===== src/rtl/stopwatch_core.sv =====
// BCD stopwatch / countdown core with a programmable MM:SS preset and a lap-capture FIFO.
// Time is {MM, SS, FRAC}, all BCD. One tick every TICK_DIV clocks while running.
module stopwatch_lap_fifo #(
  parameter int TW    = 28,
  parameter int DEPTH = 4,
  localparam int AW   = $clog2(DEPTH)
) (
  input  logic          clock,
  input  logic          reset_n,
  input  logic          push,
  input  logic          pop,
  input  logic [TW-1:0] din,
  output logic [TW-1:0] dout,
  output logic          valid,
  output logic          full,
  output logic [AW:0]   count
);
  logic [DEPTH-1:0][TW-1:0] mem;
  logic [AW-1:0]            wr_ptr, rd_ptr;
  logic                     do_push, do_pop;

  // A pop frees the slot a same-cycle push needs, so push is allowed when full if popping.
  assign do_pop  = pop && (count != '0);
  assign do_push = push && ((count != (AW+1)'(DEPTH)) || do_pop);

  always_ff @(posedge clock or negedge reset_n) begin
    if (!reset_n) begin
      mem    <= '0;
      wr_ptr <= '0;
      rd_ptr <= '0;
      count  <= '0;
    end else begin
      if (do_push) begin
        mem[wr_ptr] <= din;
        wr_ptr      <= wr_ptr + AW'(1);
      end
      if (do_pop) rd_ptr <= rd_ptr + AW'(1);
      count <= count + {{AW{1'b0}}, do_push} - {{AW{1'b0}}, do_pop};
    end
  end

  assign valid = (count != '0);
  assign full  = (count == (AW+1)'(DEPTH));
  assign dout  = valid ? mem[rd_ptr] : '0;
endmodule

module stopwatch_core #(
  parameter int CLK_HZ      = 100_000_000,
  parameter int FRAC_DIGITS = 3,
  parameter int LAP_DEPTH   = 4,
  localparam int TW         = 4*(4+FRAC_DIGITS),
  localparam int LCW        = $clog2(LAP_DEPTH)+1
) (
  input  logic           clock,
  input  logic           reset_n,
  input  logic           start_stop,
  input  logic           up,
  input  logic           prog,
  input  logic           inc,
  input  logic           min_sel,
  input  logic           clear,
  input  logic           lap,
  input  logic           lap_rd,
  output logic [TW-1:0]  t,
  output logic           running,
  output logic           zero,
  output logic [TW-1:0]  lap_time,
  output logic           lap_valid,
  output logic           lap_full,
  output logic [LCW-1:0] lap_count
);
  localparam int ND       = 4 + FRAC_DIGITS;
  localparam int TICK_DIV = CLK_HZ / (10**FRAC_DIGITS);
  localparam int PW       = (TICK_DIV > 2) ? $clog2(TICK_DIV) : 1;
  localparam int SS_LSB   = 4*FRAC_DIGITS;
  localparam int MM_LSB   = SS_LSB + 8;
  localparam int SS_HI    = FRAC_DIGITS + 1;

  typedef enum logic [1:0] {ST_STOPPED, ST_RUNNING, ST_EXPIRED} state_t;

  state_t        state, state_nxt;
  logic [TW-1:0] t_q, t_nxt;
  logic [PW-1:0] presc, presc_nxt;
  logic          up_lat, up_nxt;
  logic          zero_q, zero_nxt;
  logic          tick;

  function automatic logic [3:0] dig_max(int i);
    return (i == SS_HI) ? 4'd5 : 4'd9;
  endfunction

  // One-count BCD ripple over the whole time word; the tens-of-seconds digit wraps at 5.
  function automatic logic [TW-1:0] bcd_step(logic [TW-1:0] v, logic down);
    logic [TW-1:0] r;
    logic          c;
    r = v;
    c = 1'b1;
    for (int i = 0; i < ND; i++) begin
      if (c) begin
        if (!down) begin
          if (r[4*i +: 4] == dig_max(i)) r[4*i +: 4] = 4'd0;
          else begin
            r[4*i +: 4] = r[4*i +: 4] + 4'd1;
            c = 1'b0;
          end
        end else begin
          if (r[4*i +: 4] == 4'd0) r[4*i +: 4] = dig_max(i);
          else begin
            r[4*i +: 4] = r[4*i +: 4] - 4'd1;
            c = 1'b0;
          end
        end
      end
    end
    return r;
  endfunction

  // Two-digit field increment for program mode; wraps without carrying out.
  function automatic logic [7:0] bcd2_inc(logic [7:0] f, logic [3:0] hi_max);
    if (f == {hi_max, 4'd9}) return 8'h00;
    if (f[3:0] == 4'd9)      return {f[7:4] + 4'd1, 4'd0};
    return {f[7:4], f[3:0] + 4'd1};
  endfunction

  assign tick = (presc == PW'(TICK_DIV-1));

  always_ff @(posedge clock or negedge reset_n) begin
    if (!reset_n) begin
      state  <= ST_STOPPED;
      t_q    <= '0;
      presc  <= '0;
      up_lat <= 1'b1;
      zero_q <= 1'b0;
    end else begin
      state  <= state_nxt;
      t_q    <= t_nxt;
      presc  <= presc_nxt;
      up_lat <= up_nxt;
      zero_q <= zero_nxt;
    end
  end

  always_comb begin
    state_nxt = state;
    t_nxt     = t_q;
    presc_nxt = presc;
    up_nxt    = up_lat;
    zero_nxt  = 1'b0;
    if (clear) begin
      state_nxt = ST_STOPPED;
      t_nxt     = '0;
      presc_nxt = '0;
    end else begin
      unique case (state)
        ST_STOPPED: begin
          if (start_stop) begin
            // A countdown from zero has nothing to do, so the start is dropped.
            if (up || (t_q != '0)) begin
              state_nxt = ST_RUNNING;
              up_nxt    = up;
              presc_nxt = '0;
            end
          end else if (prog && inc) begin
            if (min_sel) t_nxt[MM_LSB +: 8] = bcd2_inc(t_q[MM_LSB +: 8], 4'd9);
            else         t_nxt[SS_LSB +: 8] = bcd2_inc(t_q[SS_LSB +: 8], 4'd5);
          end
        end
        ST_RUNNING: begin
          if (start_stop) begin
            state_nxt = ST_STOPPED;
          end else if (tick) begin
            presc_nxt = '0;
            if (up_lat) begin
              t_nxt = bcd_step(t_q, 1'b0);
            end else if (t_q != '0) begin
              t_nxt = bcd_step(t_q, 1'b1);
              if (t_nxt == '0) begin
                state_nxt = ST_EXPIRED;
                zero_nxt  = 1'b1;
              end
            end
          end else begin
            presc_nxt = presc + PW'(1);
          end
        end
        ST_EXPIRED: begin
          if (start_stop || inc) state_nxt = ST_STOPPED;
        end
        default: state_nxt = ST_STOPPED;
      endcase
    end
  end

  assign t       = t_q;
  assign running = (state == ST_RUNNING);
  assign zero    = zero_q;

  stopwatch_lap_fifo #(.TW(TW), .DEPTH(LAP_DEPTH)) u_lap_fifo (
    .clock   (clock),
    .reset_n (reset_n),
    .push    (lap),
    .pop     (lap_rd),
    .din     (t_q),
    .dout    (lap_time),
    .valid   (lap_valid),
    .full    (lap_full),
    .count   (lap_count)
  );
endmodule


===== config.mk =====
export PLATFORM = sky130hd
export DESIGN_NAME = stopwatch_core
export DESIGN_NICKNAME = d
export VERILOG_FILES = /design/src/rtl/stopwatch_core.sv
export SDC_FILE = /design/constraint.sdc
export NUM_CORES = 1
export LEC_CHECK = 0
export ABC_CLOCK_PERIOD_IN_PS = 6800
export CAP_MARGIN = 20
export CORE_MARGIN = 2
export CORE_UTILIZATION = 64
export CTS_CLUSTER_DIAMETER = 60
export DETAILED_ROUTE_END_ITERATION = 8
export GPL_ROUTABILITY_DRIVEN = 0
export PLACE_DENSITY = 0.95
export SKIP_LAST_GASP = 1
export SLEW_MARGIN = 20
export SYNTH_ARGS = -nofsm -noshare
export SYNTH_HDL_FRONTEND = slang
export SYNTH_SLANG_ARGS = --single-unit

===== constraint.sdc =====
create_clock -name clock -period 6.8 [get_ports clock]
set_clock_uncertainty 0.1 [all_clocks]
set_input_delay 1.02 -clock clock [delete_from_list [all_inputs] [get_ports clock]]
set_output_delay 1.02 -clock clock [all_outputs]
set_load 0.005 [all_outputs]

# Word level (Yosys, flattened, before mapping)
# Index checks and enable logic that the tools add are counted.
# W data, S select, Z words.
dict set report op_classes {
  reduce_logical 32
  order_cmp 3
  n_eq_ne 37
  add_sub_neg 19
  div 0
  shifts 0
  mux 228
  bitwise_logic 1
  multipliers 0
}
# op count
set op_table {}
lappend op_table {{$mux W4} 68}
lappend op_table {{$mux W28} 8}
lappend op_table {{$mux W1} 119}
lappend op_table {{$bwmux W112} 1}
lappend op_table {{$mux W17} 5}
lappend op_table {{$mux W8} 10}
lappend op_table {{$bmux W28 S2} 1}
lappend op_table {{$demux W28 S2} 1}
lappend op_table {{$pmux W17 S2} 1}
lappend op_table {{$mux W16} 2}
lappend op_table {{$pmux W16 S2} 1}
lappend op_table {{$add A4 B1 Y4 const B} 7}
lappend op_table {{$logic_not A28 Y1} 1}
lappend op_table {{$logic_not A4 Y1} 7}
lappend op_table {{$ne A4 B3 Y1 const B} 7}
lappend op_table {{$reduce_bool A28 Y1} 1}
lappend op_table {{$sub A4 B1 Y4 const B} 7}
lappend op_table {{$ne A3 B3 Y1 const B} 9}
lappend op_table {{$eq A4 B4 Y1 const B} 6}
lappend op_table {{$mux W2} 9}
lappend op_table {{$reduce_and A9 Y1} 2}
lappend op_table {{$add A17 B1 Y17 const B} 1}
lappend op_table {{$eq A17 B17 Y1 const B} 1}
lappend op_table {{$reduce_and A8 Y1} 2}
lappend op_table {{other kinds (26)} 43}
dict set report totals {
  romBits 0
  elab_cells 338
  in_bits 10
  latchBits 0
  n_memories 0
  ff_bits 168
  ramBits 0
  output_inout_bits 63
}

# Depth between registers and ports, before layout
dict set report logic_depth {
  ltp_word 58
  ltp_mapped 11
  ltp_nobuf 9
}

# Hierarchy
# A second synthesis with hierarchy kept.
dict set report unflattened {
  cells_unflattened 847
  hier_area_um2 9346.5
}
# module area_per_inst_um2 n_inst seq_area_each_um2 cells_each
set by_module_without_submodules {}
lappend by_module_without_submodules {stopwatch_lap_fifo 5437.7 1 2977.9 336}
lappend by_module_without_submodules {stopwatch_core 3908.7 1 1227.4 511}

# Worst setup path before layout
# OpenSTA, ideal clock, no wires.
dict set report synth_path {
  path_type {register to register}
  from {reg t_q[12], in the netlist t[12]}
  to {reg t_q[10], in the netlist t[10]}
  synth_period_minus_slack_ns 2.811
  path_buffers 1
  setup_ns 0.126
  required_ns 6.574
  path_slack_ns 3.989
  stages_incl_launch_ff 11
  arrival_time_ns 2.585
  path_cell_list {dfrtp_1 clkbuf_1 inv_1 ha_1 or3b_4 nor3_4 nand4_1 o21a_2 a21oi_4 o21ai_1 a221o_1}
}
dict set report synth_via {
  elab_chain_len 3
}
# item line_no
set synth_rtl {}
lappend synth_rtl {{start: declaration} 82} ;# logic [TW-1:0] t_q, t_nxt;
lappend synth_rtl {{start signal: assignment} 136} ;# t_q <= t_nxt;
lappend synth_rtl {{$reduce_bool A28 Y1} 175} ;# end else if (t_q != '0) begin
lappend synth_rtl {{$reduce_bool A3 Y1 (no source line)} n/a}
lappend synth_rtl {{$reduce_and A5 Y1 (no source line)} n/a}
# Every way passes these cells.
# A chain may end at the register's enable or synchronous reset.

# Final worst setup path
dict set report layout_path {
  from {reg u_lap_fifo.rd_ptr[0]}
  to {out lap_time[13]}
}
dict set report layout_via {
  elab_chain_len 3
}
# item line_no
set layout_rtl {}
lappend layout_rtl {{start: declaration} 19} ;# logic [AW-1:0] wr_ptr, rd_ptr;
lappend layout_rtl {{start signal: assignment} 37} ;# if (do_pop) rd_ptr <= rd_ptr + AW'(1);
lappend layout_rtl {{$bmux W28 S2} 44} ;# assign dout = valid ? mem[rd_ptr] : '0;
lappend layout_rtl {{$mux W28 (implied by the code)} 44}
lappend layout_rtl {{$mux W28} 44}
lappend layout_rtl {{end: declaration} 67} ;# output logic [TW-1:0] lap_time,
# Every way passes these cells. The select of a mux whose other input is x is not followed.

==> run metrics <==
clock latency on the worst-skew pair=0.43 ns; Placed Instances=1124; final hold violation count=0; global-route wire length before repair=40900 um; Synthesis Warnings=0; most frequent cells after synthesis=167 x dfrtp_1, 116 x nand2_1, 94 x o21ai_0; cts repair resizes=0; Max transition margin=0.398; PD cells=about 330 nW/um^2; measured slew at the worst slew-check pin=0.903 ns; post-layout util=0.743; outcome=complete, no violations; Mapped Area=a little over 9000 sq um; final hold slack=0.371 ns; Routed WL per cell=21.5 um; GRT Residual Overflow=0; clk sinks=168; largest net degree at the start of global routing=111; starting density of the core=0.650; Final HPWL DP=approximately 16000 um; Layout area overhead=14.4%; Post-synth EDFFs=0; clk root buf=clkbuf_16; period utilisation layout=0.537; die height=125 um; Filler cells=between 800 and 900; most frequent cell after synthesis=dfrtp_1; Area contributors post-synth=dfrtp_1 45%, mux2_2 7.4%, mux4_2 6.8%, o21ai_0 5.0%, nand2_1 4.7%; initial antenna violation count=0; peak supply drop=0.000231 V; area of the core=14400 sq um; critical path data required time=5.68 ns; H-tree Lvls=4; fin cells=between 1000 and 1500; top_reg_cell synth=dfrtp_1; vias=7923; Netlist cell types=81; CP Class=reg -> out; Port Buf Inserts=a little over 70; CTS tree=done; Slew Limit Fails=0; RSZ-0062 raised after global routing=false; Die ar.=15600 sq um; drt drc=0; DIE WIDTH=roughly 120 um; Routed Antenna Nets=0; site row count=44; WL final=24800 um; area share of the largest cell type after synthesis=0.448; post-synthesis sequential area ratio=0.451; DRT Pass-1 Iters=5; CTS buffer count=17; n_diodes=0; clock-pin slew on the worst setup and hold paths=0.07 ns; fmax=274 MHz; #FFs+latches synth=168; Critical Path Fanout Max=30; Mapped Avg Cell Area=10.1 sq um; via/cell ratio=just under 7; Syn Inst Count=923; Final min period=between 3 and 4 ns; setup_tns=0 ns; P_leak=between 4 and 5 nW; Mapped Nets=953; hold_buf cts=0; Total GRT Usage=0.330; CP Capture Type=output port; worst reg-to-reg setup slack=between 3 and 4 ns; Synth area leader=dfrtp_1; DR iter-0 viols=~1000; Hold Crit Class=reg -> reg; I/O pin count=73; vias in the first global route=7922; Synth async-reset ratio=1.00; CP arrival=roughly 2.5 ns; CP startpoint kind=flip-flop; Max Cap Viol=0; Clock Path Buffers=2; final setup violation count=0; Post-layout nets=990; share of cells above drive strength 1=0.160; Post-CTS Setup Repair Bufs=0
cells by family (layout without fill, tap and decap cells):
logic type      Yosys count  count (layout)  share of synthesized area
simple gates            320             320                      0.175
compound gates          220             220                      0.151
flops                   168             168                      0.451
mux                      94              94                      0.147
buf+inv                  89             138                     0.0386
fa+ha+maj                20              20                     0.0276
xor+xnor                 12              12                     0.0113
path summary, 6_finish.rpt:
kind                                 startpoint             endpoint  depth (start not counted)
setup / recovery           u_lap_fifo.rd_ptr[0]         lap_time[13]                          3
setup reg to reg                          t[16]            presc[10]                          9
hold reg to reg             u_lap_fifo.mem[109]  u_lap_fifo.mem[109]                          2
min in group asynchronous               reset_n   u_lap_fifo.mem[48]                          1
hold / removal              u_lap_fifo.mem[109]  u_lap_fifo.mem[109]                          2
max in group asynchronous               reset_n   u_lap_fifo.mem[31]                          3
area by class of cell:
type                       instances  area, sq um  area share
timing repair buffer              79          795      0.0744
clock inverter                     7         91.3     0.00855
multi-input combinational        666         4770       0.446
tap                              184          230      0.0216
clock buffer                      24          482      0.0451
sequential                       168         4210       0.394
inverter                          28          105     0.00984
report_power, final:
| part | leakage (nW) | switching, W | total (W) | internal [W] |
|---|---|---|---|---|
| Clock | 0.280 | 0.000390 | 0.000957 | 0.000567 |
| Combinational | 2.03 | 0.000564 | 0.00111 | 0.000550 |
| Sequential | 2.29 | 0.000257 | 0.00143 | 0.00117 |
metal layers:
layer  global-route usage  vias up  wire length [um]
met1                0.425     3863              9450
met5                    0        -                 0
met4                0.155        0               997
met2                0.533      522             12200
met3               0.0786      112              2170
li1                     -     3426                 -
worst max-delay path, stage by stage, from the launching register on:
cell	delay, ns
dfrtp_4	0.83
mux4_2	0.62
and2_1	0.19
clkdlybuf4s50_1	0.44
flip-flops by register name, summed over array words and instances (netlist names):
name               count
u_lap_fifo.wr_ptr      2
u_lap_fifo.rd_ptr      2
u_lap_fifo.mem       112
zero                   1
state                  2
t                     28
u_lap_fifo.count       3
up_lat                 1
presc                 17
per-stage QoR:
| step | total power (W) | setup WS (ns) | area (sq um) |
|---|---|---|---|
| after CTS | 0.00348 | 2.85 | 10700 |
| after global routing | 0.00367 | 2.98 | 10700 |
| after detailed placement | 0.00250 | 3.25 | 10100 |
| after floorplan | 0.00210 | 3.99 | 9330 |
| after global placement | 0.00243 | 3.38 | 10100 |
| final | 0.00350 | 3.15 | 10700 |
cell usage in the layout (no fill, tap or decap), types with 11 or more instances in the layout:
cell               n
o21ai_0           94
o21ai_1           13
mux4_2            28
nor2_1            48
clkdlybuf4s50_1   71
dfrtp_1          165
nand4_1           11
ha_1              19
mux2_2            61
and2_1            29
o31ai_1           12
a21oi_1           31
nand3_1           25
nor3_1            25
inv_1             27
nand2_1          116
clkbuf_16         17
or3_1             11
Power figures use the tool's default switching activity.
